**src/rtl/packet_build_engine_if.sv**
```systemverilog
// ----------------------------------------------------------------------------
// packet_build_engine_if
// Purpose : bundles the read channel (input memory -> engine) and the write
//           channel (engine -> output memory) used by packet_build_engine.
// Signals : rdata/rvalid/rlast/rready  read data beat handshake
//           wdata/wvalid/wlast/wready  write data beat handshake
// Modports: master - the packet engine (drives rready and the write beat)
//           slave  - the memory side / environment
// ----------------------------------------------------------------------------
interface packet_build_engine_if;
  logic [31:0] rdata;
  logic        rvalid;
  logic        rlast;
  logic        rready;
  logic [31:0] wdata;
  logic        wvalid;
  logic        wlast;
  logic        wready;

  modport master (
    input  rdata, rvalid, rlast, wready,
    output rready, wdata, wvalid, wlast
  );

  modport slave (
    output rdata, rvalid, rlast, wready,
    input  rready, wdata, wvalid, wlast
  );
endinterface

```
**src/rtl/packet_build_engine.sv**
```systemverilog
// ----------------------------------------------------------------------------
// packet_build_engine
// Purpose : per accepted start, reads NW 32-bit words, extracts the payload
//           bytes of the selected lanes, prepends a 2-byte header
//           ({data_sel, byte_cnt}, hdr_id), optionally appends a CRC8 of the
//           payload, and writes the packet out as 32-bit words. Output byte
//           k+2 always carries payload byte k.
// Config  : define CRC_APPEND_EN to append the CRC8 byte (poly CRC_POLY,
//           init 0, MSB-first, no reflection, no final XOR). Without it the
//           CRC state and logic are absent.
// Ports   : clk       clock
//           reset     asynchronous active-low reset
//           start     one-cycle request, sampled only in IDLE
//           byte_cnt  address of the last input byte (0..15)
//           data_sel  lane mode: 0 lane0, 1 lanes 0-1, others all lanes
//           hdr_id    header byte 1
//           busy      high from accepted start until done
//           done      one-cycle pulse after the final write handshake
//           err       sticky rlast mismatch flag, cleared on next start
//           bus       read/write channels (master modport)
// ----------------------------------------------------------------------------
module packet_build_engine #(
  parameter int          MAX_WORDS = 4,
  parameter logic [7:0]  CRC_POLY  = 8'h07
) (
  input  logic                       clk,
  input  logic                       reset,
  input  logic                       start,
  input  logic [3:0]                 byte_cnt,
  input  logic [3:0]                 data_sel,
  input  logic [7:0]                 hdr_id,
  output logic                       busy,
  output logic                       done,
  output logic                       err,
  packet_build_engine_if.master      bus
);

  localparam int PAY_BYTES = MAX_WORDS * 4;

`ifdef CRC_APPEND_EN
  typedef enum logic [2:0] {S_IDLE, S_READ, S_CRC, S_WRITE, S_DONE} state_t;
`else
  typedef enum logic [2:0] {S_IDLE, S_READ, S_WRITE, S_DONE} state_t;
`endif

  state_t      r_state;
  logic [3:0]  r_bc;
  logic [3:0]  r_ds;
  logic [7:0]  r_hdr;
  logic [1:0]  r_mode;
  logic [1:0]  r_beat;
  logic [7:0]  r_pay [PAY_BYTES];
  logic [2:0]  r_widx;
  logic        r_rready;
  logic        r_wvalid;
  logic        r_wlast;
  logic [31:0] r_wdata;
  logic        r_busy;
  logic        r_done;
  logic        r_err;
`ifdef CRC_APPEND_EN
  logic [7:0]  r_crc;
  logic [3:0]  r_cidx;
`endif

  logic [1:0]  w_nw_m1;
  logic [4:0]  w_len;
  logic [4:0]  w_total;
  logic [2:0]  w_nwords;
  logic [2:0]  w_widx_nxt;
  logic [31:0] w_word;

`ifdef CRC_APPEND_EN
  function automatic logic [7:0] crc8_update(input logic [7:0] c, input logic [7:0] d);
    logic [7:0] v;
    v = c ^ d;
    for (int i = 0; i < 8; i++) begin
      v = v[7] ? ({v[6:0], 1'b0} ^ CRC_POLY) : {v[6:0], 1'b0};
    end
    return v;
  endfunction
`endif

  // Byte n of the assembled output stream: header, payload, [CRC], zero pad.
  // The payload index n-2 is taken modulo 16, which is exact for n in 2..17.
  function automatic logic [7:0] out_byte(input logic [4:0] n);
    if (n == 5'd0)
      return {r_ds, r_bc};
    else if (n == 5'd1)
      return r_hdr;
    else if (n < w_len + 5'd2)
      return r_pay[n[3:0] - 4'd2];
`ifdef CRC_APPEND_EN
    else if (n == w_len + 5'd2)
      return r_crc;
`endif
    else
      return 8'h00;
  endfunction

  assign w_nw_m1 = r_bc[3:2];

  always_comb begin
    w_len = 5'd0;
    case (r_mode)
      2'd0:    w_len = {3'b000, r_bc[3:2]} + 5'd1;
      2'd1:    w_len = {2'b00, r_bc[3:2], 1'b0} + {4'b0000, (r_bc[1:0] != 2'b00)} + 5'd1;
      default: w_len = {1'b0, r_bc} + 5'd1;
    endcase
  end

`ifdef CRC_APPEND_EN
  assign w_total = w_len + 5'd3;
`else
  assign w_total = w_len + 5'd2;
`endif

  assign w_nwords   = 3'((w_total + 5'd3) >> 2);
  // Word to load next: word 0 on the first WRITE cycle, else the successor.
  assign w_widx_nxt = r_wvalid ? (r_widx + 3'd1) : 3'd0;

  always_comb begin
    w_word = {out_byte({w_widx_nxt, 2'd3}), out_byte({w_widx_nxt, 2'd2}),
              out_byte({w_widx_nxt, 2'd1}), out_byte({w_widx_nxt, 2'd0})};
  end

  always_ff @(posedge clk or negedge reset) begin
    if (!reset) begin
      r_state  <= S_IDLE;
      r_bc     <= '0;
      r_ds     <= '0;
      r_hdr    <= '0;
      r_mode   <= '0;
      r_beat   <= '0;
      r_widx   <= '0;
      r_rready <= 1'b0;
      r_wvalid <= 1'b0;
      r_wlast  <= 1'b0;
      r_wdata  <= '0;
      r_busy   <= 1'b0;
      r_done   <= 1'b0;
      r_err    <= 1'b0;
      for (int i = 0; i < PAY_BYTES; i++) r_pay[i] <= '0;
`ifdef CRC_APPEND_EN
      r_crc    <= '0;
      r_cidx   <= '0;
`endif
    end else begin
      r_done <= 1'b0;
      case (r_state)
        S_IDLE: begin
          if (start) begin
            r_bc     <= byte_cnt;
            r_ds     <= data_sel;
            r_hdr    <= hdr_id;
            r_mode   <= (data_sel == 4'd0) ? 2'd0 : (data_sel == 4'd1) ? 2'd1 : 2'd2;
            r_err    <= 1'b0;
            r_busy   <= 1'b1;
            r_rready <= 1'b1;
            r_beat   <= '0;
            r_widx   <= '0;
`ifdef CRC_APPEND_EN
            r_crc    <= '0;
            r_cidx   <= '0;
`endif
            r_state  <= S_READ;
          end
        end

        S_READ: begin
          if (bus.rvalid && r_rready) begin
            case (r_mode)
              2'd0: r_pay[{2'b00, r_beat}] <= bus.rdata[7:0];
              2'd1: begin
                r_pay[{1'b0, r_beat, 1'b0}] <= bus.rdata[7:0];
                r_pay[{1'b0, r_beat, 1'b1}] <= bus.rdata[15:8];
              end
              default: begin
                r_pay[{r_beat, 2'd0}] <= bus.rdata[7:0];
                r_pay[{r_beat, 2'd1}] <= bus.rdata[15:8];
                r_pay[{r_beat, 2'd2}] <= bus.rdata[23:16];
                r_pay[{r_beat, 2'd3}] <= bus.rdata[31:24];
              end
            endcase
            // rlast is only checked, never used to end the read
            if (bus.rlast != (r_beat == w_nw_m1)) r_err <= 1'b1;
            if (r_beat == w_nw_m1) begin
              r_rready <= 1'b0;
`ifdef CRC_APPEND_EN
              r_state  <= S_CRC;
`else
              r_state  <= S_WRITE;
`endif
            end else begin
              r_beat <= r_beat + 2'd1;
            end
          end
        end

`ifdef CRC_APPEND_EN
        S_CRC: begin
          r_crc  <= crc8_update(r_crc, r_pay[r_cidx]);
          r_cidx <= r_cidx + 4'd1;
          if ({1'b0, r_cidx} == w_len - 5'd1) r_state <= S_WRITE;
        end
`endif

        S_WRITE: begin
          if (!r_wvalid) begin
            r_wvalid <= 1'b1;
            r_wdata  <= w_word;
            r_widx   <= 3'd0;
            r_wlast  <= (w_nwords == 3'd1);
          end else if (bus.wready) begin
            if (r_wlast) begin
              r_wvalid <= 1'b0;
              r_wlast  <= 1'b0;
              r_done   <= 1'b1;
              r_busy   <= 1'b0;
              r_state  <= S_DONE;
            end else begin
              r_widx   <= r_widx + 3'd1;
              r_wdata  <= w_word;
              r_wlast  <= ((r_widx + 3'd2) == w_nwords);
            end
          end
        end

        S_DONE: begin
          r_state <= S_IDLE;
        end

        default: r_state <= S_IDLE;
      endcase
    end
  end

  assign bus.rready = r_rready;
  assign bus.wvalid = r_wvalid;
  assign bus.wlast  = r_wlast;
  assign bus.wdata  = r_wdata;
  assign busy       = r_busy;
  assign done       = r_done;
  assign err        = r_err;

endmodule

```
**src/flat_wrapper.sv**
```systemverilog
// flat-port wrapper written by rule: the top's interface ports become plain ports
module packet_build_engine_flat 
#(
  parameter int          MAX_WORDS = 4,
  parameter logic [7:0]  CRC_POLY  = 8'h07
)
  (clk, reset, start, byte_cnt, data_sel, hdr_id, busy, done, err, bus_rdata, bus_rvalid, bus_rlast, bus_wready, bus_rready, bus_wdata, bus_wvalid, bus_wlast);
  packet_build_engine_if bus_i ();
  input  logic clk;
  input  logic reset;
  input  logic start;
  input  logic [3:0] byte_cnt;
  input  logic [3:0] data_sel;
  input  logic [7:0] hdr_id;
  output logic busy;
  output logic done;
  output logic err;
  input wire logic [$bits(bus_i.rdata)-1:0] bus_rdata;
  input wire logic [$bits(bus_i.rvalid)-1:0] bus_rvalid;
  input wire logic [$bits(bus_i.rlast)-1:0] bus_rlast;
  input wire logic [$bits(bus_i.wready)-1:0] bus_wready;
  output wire logic [$bits(bus_i.rready)-1:0] bus_rready;
  output wire logic [$bits(bus_i.wdata)-1:0] bus_wdata;
  output wire logic [$bits(bus_i.wvalid)-1:0] bus_wvalid;
  output wire logic [$bits(bus_i.wlast)-1:0] bus_wlast;
  assign bus_i.rdata = bus_rdata;
  assign bus_i.rvalid = bus_rvalid;
  assign bus_i.rlast = bus_rlast;
  assign bus_i.wready = bus_wready;
  assign bus_rready = bus_i.rready;
  assign bus_wdata = bus_i.wdata;
  assign bus_wvalid = bus_i.wvalid;
  assign bus_wlast = bus_i.wlast;
  packet_build_engine #(.MAX_WORDS(MAX_WORDS), .CRC_POLY(CRC_POLY)) u_core (.clk(clk), .reset(reset), .start(start), .byte_cnt(byte_cnt), .data_sel(data_sel), .hdr_id(hdr_id), .busy(busy), .done(done), .err(err), .bus(bus_i));
endmodule
```
**config.mk**
```make
export PLATFORM = sky130hd
export DESIGN_NAME = packet_build_engine_flat
export DESIGN_NICKNAME = d
export VERILOG_FILES = /design/src/rtl/packet_build_engine_if.sv /design/src/rtl/packet_build_engine.sv /design/src/flat_wrapper.sv
export SDC_FILE = /design/constraint.sdc
export NUM_CORES = 1
export LEC_CHECK = 0
export ABC_CLOCK_PERIOD_IN_PS = 3600
export BUFFER_PORTS_ARGS = -buffer_cell sky130_fd_sc_hd__buf_2
export CAP_MARGIN = 20
export CORE_MARGIN = 5
export CORE_UTILIZATION = 54
export DETAILED_ROUTE_END_ITERATION = 6
export GPL_TIMING_DRIVEN = 1
export PLACE_DENSITY = 0.77
export SYNTH_ARGS = -nofsm -noshare
export SYNTH_HDL_FRONTEND = slang
export SYNTH_SLANG_ARGS = --single-unit
```
**constraint.sdc**
```tcl
create_clock -name clk -period 3.6 [get_ports clk]
set_input_delay 0.18 -clock clk [delete_from_list [all_inputs] [get_ports clk]]
set_output_delay 0.18 -clock clk [all_outputs]
set_load 0.1 [all_outputs]
```
# Yosys cells after proc, flatten, opt, wreduce, memory -nomap -nowiden
# Index checks and enable logic that the tools add are counted.
# classes
n_mul	0
n_shift	0
muxes	85
n_reduce_logical	25
div_mod_pow	0
n_eq_ne	20
order_cmp	22
bitwise_logic	11
add_sub_neg	13
# ops
op	n
$bwmux 128	7
$pmux 128 s2	1
$demux 8 s4	7
$mux 8	21
$bmux 8 s4	4
$mux 32	3
$ge 5x5->1 const B	11
$not 4->5	8
$lt 5x1->1 const B	7
$mux 3	11
$lt 5x5->1	4
$mux 1	19
$reduce_and 4->1	4
$sub 4x2->4 const B	4
$add 5x2->5 const B	2
$mux 2	5
$ne 2x1->1 const B	5
$ne 2x2->1 const B	5
$not 3->5	2
$pmux 5 s2	1
$pmux 3 s3	1
$logic_and 1x1->1	8
$eq 3x1->1 const B	2
$logic_not 3->1	2
other kinds (25)	32
# word_totals
elab_cells	206
latchBits	0
mem_bits_rw	0
regBits	192
romBits	0
output_inout_bits	38
input_bits	54
n_memories	0

# Logic depth before layout (Yosys ltp)
# depth
depth_word	12
ltp_mapped	16
ltp_nobuf	16

# Worst setup path after synthesis
# OpenSTA, ideal clock, no wires.
# synth_timing
kind	flip-flop to flip-flop
startpoint	register u_core.r_wvalid (netlist: u_core.bus.wvalid)
endpoint	register u_core.r_wdata[11] (netlist: u_core.bus.wdata[11])
arrival_ns	3.783
slack_ns	-0.309
required_time_ns	3.474
setup_time_ns	0.126
stages_incl_launch_ff	12
synth_period_minus_slack_ns	3.909
n_path_buf	6
cell_sequence	dfrtp_1 > clkbuf_1 > nand2b_1 > buf_2 > buf_2 > clkbuf_1 > ha_1 > clkbuf_1 > clkbuf_1 > mux4_2 > a221oi_1 > nor2_1
# synth_via
elab_chain_cells	11
elab_cells_between_ends	16
cone_classes	1 x add/sub; 1 x order compare; 2 x eq/ne; 9 x mux; 1 x bitwise; 2 x reduce/logical
# synth_lines
element	line_no	source
start, declared	packet_build_engine.sv:55	logic r_wvalid;
start signal, assigned	packet_build_engine.sv:137	r_wvalid <= 1'b0;
start signal, assigned	packet_build_engine.sv:210	r_wvalid <= 1'b1;
start signal, assigned	packet_build_engine.sv:216	r_wvalid <= 1'b0;
$mux 3	packet_build_engine.sv:120	assign w_widx_nxt = r_wvalid ? (r_widx + 3'd1) : 3'd0;
$sub 4x2->4	packet_build_engine.sv:92	return r_pay[n[3:0] - 4'd2];
$not 4->5 (implied by the code)	packet_build_engine.sv:92	
$bmux 8 s4	packet_build_engine.sv:92	
$mux 8 (implied by the code) (2 in series)	packet_build_engine.sv:92	
$mux 8	packet_build_engine.sv:91	else if (n < w_len + 5'd2)
$mux 8	packet_build_engine.sv:89	else if (n == 5'd1)
$mux 32	packet_build_engine.sv:215	if (r_wlast) begin
$mux 32	packet_build_engine.sv:214	end else if (bus.wready) begin
$mux 32	packet_build_engine.sv:209	if (!r_wvalid) begin
end signal, assigned	packet_build_engine.sv:211	r_wdata <= w_word;
end signal, assigned	packet_build_engine.sv:223	r_wdata <= w_word;
end, declared	packet_build_engine.sv:57	logic [31:0] r_wdata;
# Parallel ways exist; a longest one is shown, timed or not. The select of a mux whose other input is x is not followed.
# A chain may end at the register's enable or synchronous reset.

# Worst setup path in the final report
# layout_timing
startpoint	register u_core.r_bc[1]
endpoint	register u_core.r_wdata[20] (netlist: u_core.bus.wdata[20])
# layout_via
elab_chain_cells	10
elab_cells_between_ends	11
cone_classes	4 x add/sub; 1 x order compare; 5 x mux; 1 x reduce/logical
# layout_lines
element	line_no	source
start, declared	packet_build_engine.sv:47	logic [3:0] r_bc;
start signal, assigned	packet_build_engine.sv:153	r_bc <= byte_cnt;
$reduce_bool 2->1	packet_build_engine.sv:107	2'd1: w_len = {2'b00, r_bc[3:2], 1'b0} + {4'b0000, (r_bc[1:0] != 2'b00)} + 5'd1;
$add 3x1->4	packet_build_engine.sv:107	
$add 5x1->5	packet_build_engine.sv:107	
$pmux 5 s2 (*)	packet_build_engine.sv:105	case (r_mode)
$add 5x2->5 (*)	packet_build_engine.sv:91	
$lt 5x5->1 (*)	packet_build_engine.sv:91	
$mux 8 (*)	packet_build_engine.sv:91	
$mux 32	packet_build_engine.sv:215	
$mux 32	packet_build_engine.sv:214	
$mux 32 (*)	packet_build_engine.sv:209	
# Mark *: on every way between the ends. The rest lies on a longest branch, timed or not. The select of a mux whose other input is x is not followed.

==> metrics <==
Place WS=-0.0397 ns; # IOs=92; DRC viols=0; number of max-cap violations=0; Final WS setup=approximately 0.10 ns; Die W=~140 um; status=finished, final reports clean; Worst VDD drop=0.812 mV; final hold viol count=0; total wire length=~25,000 um; htree depth=4; Starting Density=54.9%; largest net degree at the start of global routing=100; vias per inst=6.20; commonest non-fill, non-tap cell in the layout=dfrtp_1; Worst-Skew Late Latency=0.43 ns; synthesized area=0.00950 sq mm; Synth area leaders=dfrtp_1 (50%), mux2_2 (11%), nand2_1 (4.6%); Combinational Power Share=a little over half; crit path capture type=flop; Placed Area=~0.01 sq mm; register share of total power=approximately 29%; IO buf count=91; fin crit period=between 3 and 4 ns; commonest cells after routing, fill and taps aside=dfrtp_1 (190), nand2_1 (115), buf_2 (90); synth-to-layout area growth=16.0%; hold_ws=~0.012 ns; Syn Nets=about 940; switching share of power=roughly 47%; Die H=between 100 and 150 um; required time worst endpoint=3.96 ns; cell taking the most area after synthesis=dfrtp_1; design area=roughly 0.011 sq mm; post-route ant nets=0; GRT Total Usage=25.5%; Ant. Diodes=0; Worst Path Buf+Inv=4; PwrDens=~960 mW/mm^2; Slew Viols, Final=0; Worst path max stage delay=0.39 ns; clock share of power=16.3%; drt initial violations=around 620; internal power=0.00562 W; vias=approximately 7,400; HP Class=input pin to flop; total power=about 0.011 W; number of synthesized flops with an enable pin=0; CTS tree=done; fmax=roughly 290 MHz; Avg Synthesized Cell Area=11.0 sq um; fraction of layout cells with a size suffix above 1=between 20% and 30%; Yosys reg bits=between 150 and 200; Final period util=97.1%; sequential area share after synthesis=~50%; CP Cell Sequence=inv_1 > ha_4 > inv_1 > ha_1 > mux2_2 > mux2_4 > ha_1 > o21a_1 > or2_2 > ha_4 > nand2_2 > a21oi_2 > buf_4 > a311oi_2 > buf_4 > a32o_1; Worst-Margin Slew=between 0.9 and 1 ns; Avg WL per Cell=21.1 um; critical path arrival=approximately 3.9 ns; initial antenna violation count=0; Max Root-Sink Buffers=2; CTS root buffer=clkbuf_16; Synth top area share=50.3%; Yosys cell types=57; Slowest-stage cell, CP=dfrtp_1; Die ar.=between 0.02 and 0.025 sq mm; gpl congestion=roughly 0.9; first-pass GRT wire length=around 41,000 um; CTS Sinks=between 150 and 200; post-DP HPWL=about 17,000 um; CP top delay family=adder cells; most common flop cell mapped by yosys=dfrtp_1; critical path class=flop to flop; Async SR Flop Fraction=between 90% and 100%; gr ovfl total=0; Final setup viols=0; Leakage=about 5.2 nW; Max-slew headroom=36.6%; cell row count=48; CP startpoint kind=flop; Reg clk slew, reported paths=around 0.07 ns; Critical Path Fanout Max=8; Setup Skew=about 0.0075 ns; drt first pass iters=7; core box area=between 0.015 and 0.02 sq mm; Final #Nets=a little over 1,000; YS warnings=0; vias in the first global route=about 7,400; Num CTS Buffers=17; NetSw=~0.005 W; Mapped Cells=~860
[power by group through the flow]
stage               logic, W  clock network, W  registers, W
global route         0.00617           0.00184       0.00315
CTS                  0.00552           0.00174       0.00307
detailed placement   0.00545                 0       0.00310
global placement     0.00535                 0       0.00308
floorplan            0.00306                 0       0.00413
finish               0.00574           0.00172       0.00309
[kinds of logic after synthesis]
| group | synth area share, % |
|---|---|
| AO/OA/AOI/OAI | 13.7 |
| multiplexers | 17.4 |
| flip-flops | 50.3 |
| buffers and inverters | 3.60 |
| XOR/XNOR | 1.26 |
| adder cells (fa/ha/maj) | 2.77 |
| AND/OR/NAND/NOR | 11.0 |
[path summary, 6_finish.rpt]
kind	from	endpoint	slack (ns)	cells after the start
setup / recovery	u_core.r_bc[1]$_DFFE_PN0P_	u_core.bus.wdata[20]$_DFFE_PN0P_	0.10	16
hold / removal	byte_cnt[0]	u_core.r_bc[0]$_DFFE_PN0P_	0.01	2
setup reg to reg	u_core.r_bc[1]$_DFFE_PN0P_	u_core.bus.wdata[20]$_DFFE_PN0P_	0.10	16
hold reg to reg	flop	flop	0.48	2
max in group asynchronous	reset	u_core.r_ds[1]$_DFFE_PN0P_	2.28	3
min in group asynchronous	reset	asynchronous set/reset pin	0.38	2
[stage by stage]
step           setup TNS [ns]  utilization [%]  cells
5_1_grt               -0.0226             63.7   1199
3_3_place_gp                0             59.3   1152
6_report                    0             63.7   1199
4_1_cts                     0             63.2   1196
2_1_floorplan               0                -    862
3_5_place_dp          -0.0397             59.3   1152
[cell usage after synthesis, drive strengths merged, types with 11 or more instances]
library cell	count
a221oi	23
inv	30
buf	18
ha	21
a32o	16
mux2i	28
nor2	57
a22oi	16
nand3	25
a21oi	11
clkbuf	38
dfrtp	191
o21ai	67
nand2	116
mux4	16
mux2	90
[metal layers]
metal | wire (um) | vias to the layer above | track usage [%] | share of wire [%]
li1 | - | 3324 | - | -
met1 | 10600 | 3741 | 35.4 | 42
met2 | 12100 | 314 | 40.3 | 48
met3 | 1980 | 50 | 6.66 | 7.9
met4 | 590 | 0 | 6.90 | 2.3
met5 | 0 | - | 0 | 0
[worst reg2reg max path: cells and delay by family, from the launching register on]
family                     cells  cell delay, ns
adders and majority gates      4            0.90
buffers and inverters          4            0.52
and+or+nand+nor                2            0.42
DFF                            1            0.39
muxes                          2            0.56
AOI/OAI and AO/OA              4            0.63
[cell type report]
| type | count | area [sq um] |
|---|---|---|
| timing repair buffer | 137 | 855 |
| clock inverter | 8 | 61.3 |
| clock buffer | 23 | 468 |
| sequential | 191 | 4780 |
| fill | 1334 | 6280 |
| tap | 225 | 282 |
| multi-input combinational | 584 | 4460 |
| inverter | 31 | 116 |
[timing repair]
action	in CTS	in global routing
pin swaps	0	2
setup endpoints to repair	2	16
hold buffers	13	0
gates resized for setup	2	11
buffers inserted	0	2
gates cloned	0	0
endpoints found under the hold margin	108	0
No activity file was read; power rests on OpenSTA's default activity.
